<file path="src/rtl/ctrl_trace_encoder.sv">
// Debug trace encoder: classifies each retired control bundle into a 4-bit symbol
// and queues the symbols in a small FIFO drained over a valid/ready port.
module ctrl_trace_encoder #(
  parameter int unsigned DEPTH  = 4,
  parameter int unsigned DROP_W = 8
) (
  input  logic                     clk,
  input  logic                     rst_n,
  input  logic                     retire,
  input  logic                     bez,
  input  logic                     ja,
  input  logic                     op1,
  input  logic [1:0]               op2,
  input  logic                     writeReg,
  input  logic                     writex8,
  input  logic [1:0]               x8Sel,
  input  logic                     trc_en,
  input  logic                     clr,
  output logic [3:0]               trc_data,
  output logic                     trc_valid,
  input  logic                     trc_ready,
  output logic [$clog2(DEPTH):0]   fifo_level,
  output logic [DROP_W-1:0]        drop_cnt,
  output logic                     illegal_seen
);

  localparam int unsigned PTR_W = $clog2(DEPTH);
  localparam int unsigned LVL_W = PTR_W + 1;
  localparam logic [LVL_W-1:0] LVL_FULL = LVL_W'(DEPTH);
  localparam logic [3:0] SYM_ILLEGAL = 4'b1000;
  localparam logic [3:0] SYM_MARKER  = 4'b1111;

  // Bundle order: {bez, ja, op1, op2[1:0], writeReg, writex8, x8Sel[1:0]}
  function automatic logic [3:0] encode(input logic [8:0] b);
    logic [3:0] sym;
    case (b)
      9'b1_0_0_01_0_0_00: sym = 4'b0000;
      9'b0_1_1_01_0_0_00: sym = 4'b0010;
      9'b0_0_0_00_0_1_01: sym = 4'b0001;
      9'b0_0_0_00_0_1_00: sym = 4'b0100;
      9'b0_0_1_00_0_1_10: sym = 4'b0101;
      9'b0_0_0_00_1_0_00: sym = 4'b0110;
      9'b0_0_0_00_0_0_00: sym = 4'b0111;
      default:            sym = SYM_ILLEGAL;
    endcase
    return sym;
  endfunction

  logic [3:0]        mem_q [DEPTH];
  logic [PTR_W-1:0]  wr_ptr_q, wr_ptr_d, rd_ptr_q, rd_ptr_d;
  logic [LVL_W-1:0]  level_q, level_d;
  logic [DROP_W-1:0] drop_q, drop_d;
  logic              ovf_q, ovf_d;
  logic              illegal_q, illegal_d;
  logic [3:0]        trc_data_q, trc_data_d;
  logic              trc_valid_q, trc_valid_d;

  logic [3:0]        sym_s, push_sym_s;
  logic              req_s, pop_s, full_s, push_ok_s, push_s, drop_s;

  // Capture arbitration, pointer/level/counter next state and next head symbol
  always_comb begin
    sym_s      = encode({bez, ja, op1, op2, writeReg, writex8, x8Sel});
    req_s      = trc_en & retire;
    pop_s      = trc_valid_q & trc_ready;
    full_s     = (level_q == LVL_FULL);
    push_ok_s  = ~full_s | pop_s;
    push_s     = 1'b0;
    push_sym_s = sym_s;
    drop_s     = 1'b0;
    ovf_d      = ovf_q;
    illegal_d  = illegal_q;

    // A pending overflow marker takes the free slot ahead of any capture
    if (ovf_q && push_ok_s) begin
      push_s     = 1'b1;
      push_sym_s = SYM_MARKER;
      ovf_d      = 1'b0;
      drop_s     = req_s;
    end else if (req_s && push_ok_s) begin
      push_s = 1'b1;
      if (sym_s == SYM_ILLEGAL) begin
        illegal_d = 1'b1;
      end else begin
        illegal_d = illegal_q;
      end
    end else if (req_s) begin
      drop_s = 1'b1;
      ovf_d  = 1'b1;
    end else begin
      push_s = 1'b0;
    end

    if (push_s) begin
      wr_ptr_d = wr_ptr_q + PTR_W'(1);
    end else begin
      wr_ptr_d = wr_ptr_q;
    end

    if (pop_s) begin
      rd_ptr_d = rd_ptr_q + PTR_W'(1);
    end else begin
      rd_ptr_d = rd_ptr_q;
    end

    level_d = level_q + LVL_W'(push_s) - LVL_W'(pop_s);

    if (drop_s && (drop_q != {DROP_W{1'b1}})) begin
      drop_d = drop_q + DROP_W'(1);
    end else begin
      drop_d = drop_q;
    end

    trc_valid_d = (level_d != {LVL_W{1'b0}});
    // The new head may be the slot being written on this very edge
    if (!trc_valid_d) begin
      trc_data_d = 4'b0000;
    end else if (push_s && (wr_ptr_q == rd_ptr_d)) begin
      trc_data_d = push_sym_s;
    end else begin
      trc_data_d = mem_q[rd_ptr_d];
    end
  end

  // State registers with asynchronous reset and synchronous clear
  always_ff @(posedge clk or negedge rst_n) begin
    if (!rst_n) begin
      for (int i = 0; i < DEPTH; i++) mem_q[i] <= 4'b0000;
      wr_ptr_q    <= {PTR_W{1'b0}};
      rd_ptr_q    <= {PTR_W{1'b0}};
      level_q     <= {LVL_W{1'b0}};
      drop_q      <= {DROP_W{1'b0}};
      ovf_q       <= 1'b0;
      illegal_q   <= 1'b0;
      trc_data_q  <= 4'b0000;
      trc_valid_q <= 1'b0;
    end else if (clr) begin
      for (int i = 0; i < DEPTH; i++) mem_q[i] <= 4'b0000;
      wr_ptr_q    <= {PTR_W{1'b0}};
      rd_ptr_q    <= {PTR_W{1'b0}};
      level_q     <= {LVL_W{1'b0}};
      drop_q      <= {DROP_W{1'b0}};
      ovf_q       <= 1'b0;
      illegal_q   <= 1'b0;
      trc_data_q  <= 4'b0000;
      trc_valid_q <= 1'b0;
    end else begin
      if (push_s) begin
        mem_q[wr_ptr_q] <= push_sym_s;
      end else begin
        mem_q[wr_ptr_q] <= mem_q[wr_ptr_q];
      end
      wr_ptr_q    <= wr_ptr_d;
      rd_ptr_q    <= rd_ptr_d;
      level_q     <= level_d;
      drop_q      <= drop_d;
      ovf_q       <= ovf_d;
      illegal_q   <= illegal_d;
      trc_data_q  <= trc_data_d;
      trc_valid_q <= trc_valid_d;
    end
  end

  assign trc_data     = trc_data_q;
  assign trc_valid    = trc_valid_q;
  assign fifo_level   = level_q;
  assign drop_cnt     = drop_q;
  assign illegal_seen = illegal_q;

endmodule

</file>
<file path="config.mk">
export PLATFORM = sky130hd
export DESIGN_NAME = ctrl_trace_encoder
export DESIGN_NICKNAME = d
export VERILOG_FILES = /design/src/rtl/ctrl_trace_encoder.sv
export SDC_FILE = /design/constraint.sdc
export NUM_CORES = 1
export LEC_CHECK = 0
export ABC_CLOCK_PERIOD_IN_PS = 2800
export BUFFER_PORTS_ARGS = -buffer_cell sky130_fd_sc_hd__buf_4
export CAP_MARGIN = 15
export CORE_MARGIN = 3
export CORE_UTILIZATION = 45
export CTS_CLUSTER_DIAMETER = 40
export DETAILED_ROUTE_END_ITERATION = 8
export PLACE_DENSITY = 0.68
export SYNTH_ARGS = -nofsm -noshare
export SYNTH_HDL_FRONTEND = slang
export SYNTH_SLANG_ARGS = --single-unit
</file>
<file path="constraint.sdc">
create_clock -name clk -period 2.8 [get_ports clk]
set_clock_uncertainty 0.2 [all_clocks]
set_input_delay 0.14 -clock clk [delete_from_list [all_inputs] [get_ports clk]]
set_output_delay 0.14 -clock clk [all_outputs]
set_load 0.1 [all_outputs]
</file>
==> results.ini <==
[cells_and_area]
diodes = 0
drive_gt1_share_pct = 25.5
nNetsFinal = 300
final_util_pct = 58.3
syn2layout_area_growth_pct = 20.2

[place]
portBuffers = 31
place_congestion = 0.824
dp_slack_ps = 72.4
hpwl_mm = 4.14

[logic_synthesis]
synth_top_family_by_area = simple AND/OR/NAND/NOR gates
synth_compound_gate_area_share_pct = 17.9
synth_top_area_cell = dfrtp_1
ys_seq_area_share_pct = 39.9
synth_area_leaders = dfrtp_1 40%, nor2_1 4.4%, mux4_2 3.8%
ys_warn_count = 0
synth_xor_area_share_pct = 5.15
synth_ff_type = dfrtp_1
synth_area_per_cell_um2 = 9.88
syn-instance-count = 241
synthAdderAreaFrac_pct = 3.99
ys_types = 58
synth.most_common_cell = dfrtp_1
syn_area_um2 = 2380
synthArstFlopShare_pct = 100
yosys.area.top_type_share_pct = 39.9
yosys_register_bits = 38
synthTopCellsByCount = 38 x dfrtp_1, 28 x nor2_1, 17 x nand2_1
synth_simple_gate_area_share_pct = 22.8
synth_mux_area_share_pct = 7.15
syn_nets = 263
synth_edf_count = 0

[die]
fp.dieH_um = 78.7
dieArea_um2 = 6200
io-pin-count = 32
die_width_um = 78.7
start_util_pct = 48.5
rows = 25
core_um2 = 4910

[cts]
htreeDepth = 2
cts_tree = built
clock_path_buffers = 2
cts_made_buffers = 5
clkTransAtPathRegs_ps = 70
cts_sinks = 38
clk_latency_ps = 290
root_buffer = clkbuf_8

[global_route]
overflow = 0
grt_max_degree = 39
grt_pass1_wl_mm = 9.69
antenna_found_initial = 0
grt_pass1_vias = 2024
grt.total_usage_pct = 19.9

[sta]
min_period_ps = 2730
fin_hold_ws_ps = 43.7
grt_setup_unrepaired = true
slew_viol_final = 0
setup_viol = 0
max_freq_mhz = 367
slew_headroom_pct = 65.8
fin_crit_sh_pct = 97.4
worst_slack_ps = 71.6
worstMarginPinSlew_ps = 514
setup-tns-final_ps = 0
hold_viol = 0

[detailed_routing]
first_pass_iters = 4
via_count = 2004
drt_wl_total_mm = 5.66
drt-vias-per-instance = 5.81
antenna_left = 0
drt_iter0_drc = 75
drc_errors = 0
drt-wirelength-per-cell_um = 16.4

[critical_path]
end_kind = flop
critPathMaxFanout = 3
slowest_delay_ps = 490
crit_family = compound AO/OA/AOI/OAI gates
worst-r2r-setup-slack_ps = 70
path_class = flop to flop
start_kind = flop
critPathBufInv = 2
required_ps = 2780
slowest_stage = dfrtp_4
cp.depth = 11
reg2reg_depth = 11
worstPathArrival_ps = 2710
crit_chain = a211oi_4 > a21oi_4 > xnor2_2 > ha_2 > inv_1 > fa_2 > xor2_1 > xnor2_1 > a31o_1 > inv_2 > o211a_1

[power_and_ir_drop]
irDropWorstVdd_mv = 0.514
switching_share_pct = 44.4
combPwrFrac_pct = 46.1
intPower_mw = 1.25
power_frac_seq_pct = 32.9
clock_power_share_pct = 20.9
power.switching_mw = 1.00
p_leak_nw = 1.20
power_mw = 2.25
p_per_area_nw_per_um2 = 787

[flow_run]
cap_violations = 0

[worst_hold_path]
hold_depth = 2
hold_path_class = input pin to flop

[status]
status = finished clean

==> what timing repair did <==
item                                   in CTS  in global routing
setup buffers                               0                  1
hold buffers                                1                  0
endpoints found under the hold margin      38                  0
gates resized for setup                     0                  1
setup endpoints to repair                   0                  3
==> per-layer routing <==
metal,track usage [%],vias to the layer above,routed length (um)
met4,6.82,0,104
met5,0,-,0
met1,26.1,987,2580
met2,32.9,47,2760
met3,3.63,11,210
li1,-,959,-
==> worst register-to-register path: cells and delay by family, from the launching register on <==
family / cells / cell delay [ps]
compound gates: 4 / 800
xor+xnor: 3 / 520
fa+ha+maj: 2 / 500
buf+inv: 2 / 120
flops: 1 / 490
==> logic make-up (layout without fill, tap and decap cells) <==
logic type,Yosys count,after routing
compound gates,52,52
flops,38,38
simple gates,100,100
buf+inv,18,55
fa+ha+maj,7,7
xor+xnor,14,14
mux,12,12
==> final cells by class <==
| type | count | area, um^2 |
|---|---|---|
| Inverter | 10 | 37.5 |
| Timing Repair Buffer | 38 | 288 |
| Clock buffer | 6 | 82.6 |
| Clock inverter | 1 | 30.0 |
| Fill cell | 427 | 2050 |
| Tap cell | 67 | 83.8 |
| Multi-Input combinational cell | 185 | 1380 |
| Sequential cell | 38 | 963 |
==> through the flow <==
step,std cells,area (um^2)
floorplan,241,2410
global placement,336,2730
detailed placement,336,2730
CTS,344,2850
global route,345,2860
finish,345,2860
==> power groups by stage <==
stage          clock network, mW  logic [mW]  registers [mW]
6_report                   0.472        1.04           0.742
5_1_grt                    0.507        1.11           0.752
4_1_cts                    0.485        1.02           0.749
3_5_place_dp                   0        1.01           0.760
3_3_place_gp                   0        1.00           0.753
2_1_floorplan                  0       0.471            1.05
==> flip-flops by register name, indices dropped and copies added, names as in the netlist <==
name and cells:
mem_q 16, trc_data 4, wr_ptr_q 2, trc_valid 1, illegal_seen 1, fifo_level 3, rd_ptr_q 2, drop_cnt 8
ovf_q 1
==> final timing paths <==
kind                                end          from
max in group asynchronous     trc_valid         rst_n
min in group asynchronous  illegal_seen         rst_n
min                         drop_cnt[4]           clr
min reg2reg                illegal_seen  illegal_seen
max reg2reg                 trc_data[2]     trc_valid
max                         trc_data[2]     trc_valid
==> placed cells by master, fill, tap and decap left out, types with 4 or more instances in the layout <==
cell       n
a211oi_1   6
a21o_1     4
a21oi_1    9
buf_4     37
clkbuf_8   6
dfrtp_1   34
ha_1       5
inv_1      9
mux2i_1    8
mux4_2     4
nand2_1   17
nand2b_1  10
nand3_1   10
nor2_1    28
nor3_1    10
nor3b_1    4
nor4_1     4
o22ai_1    6
xnor2_1    9
xor2_1     4
Power figures use the tool's default switching activity.
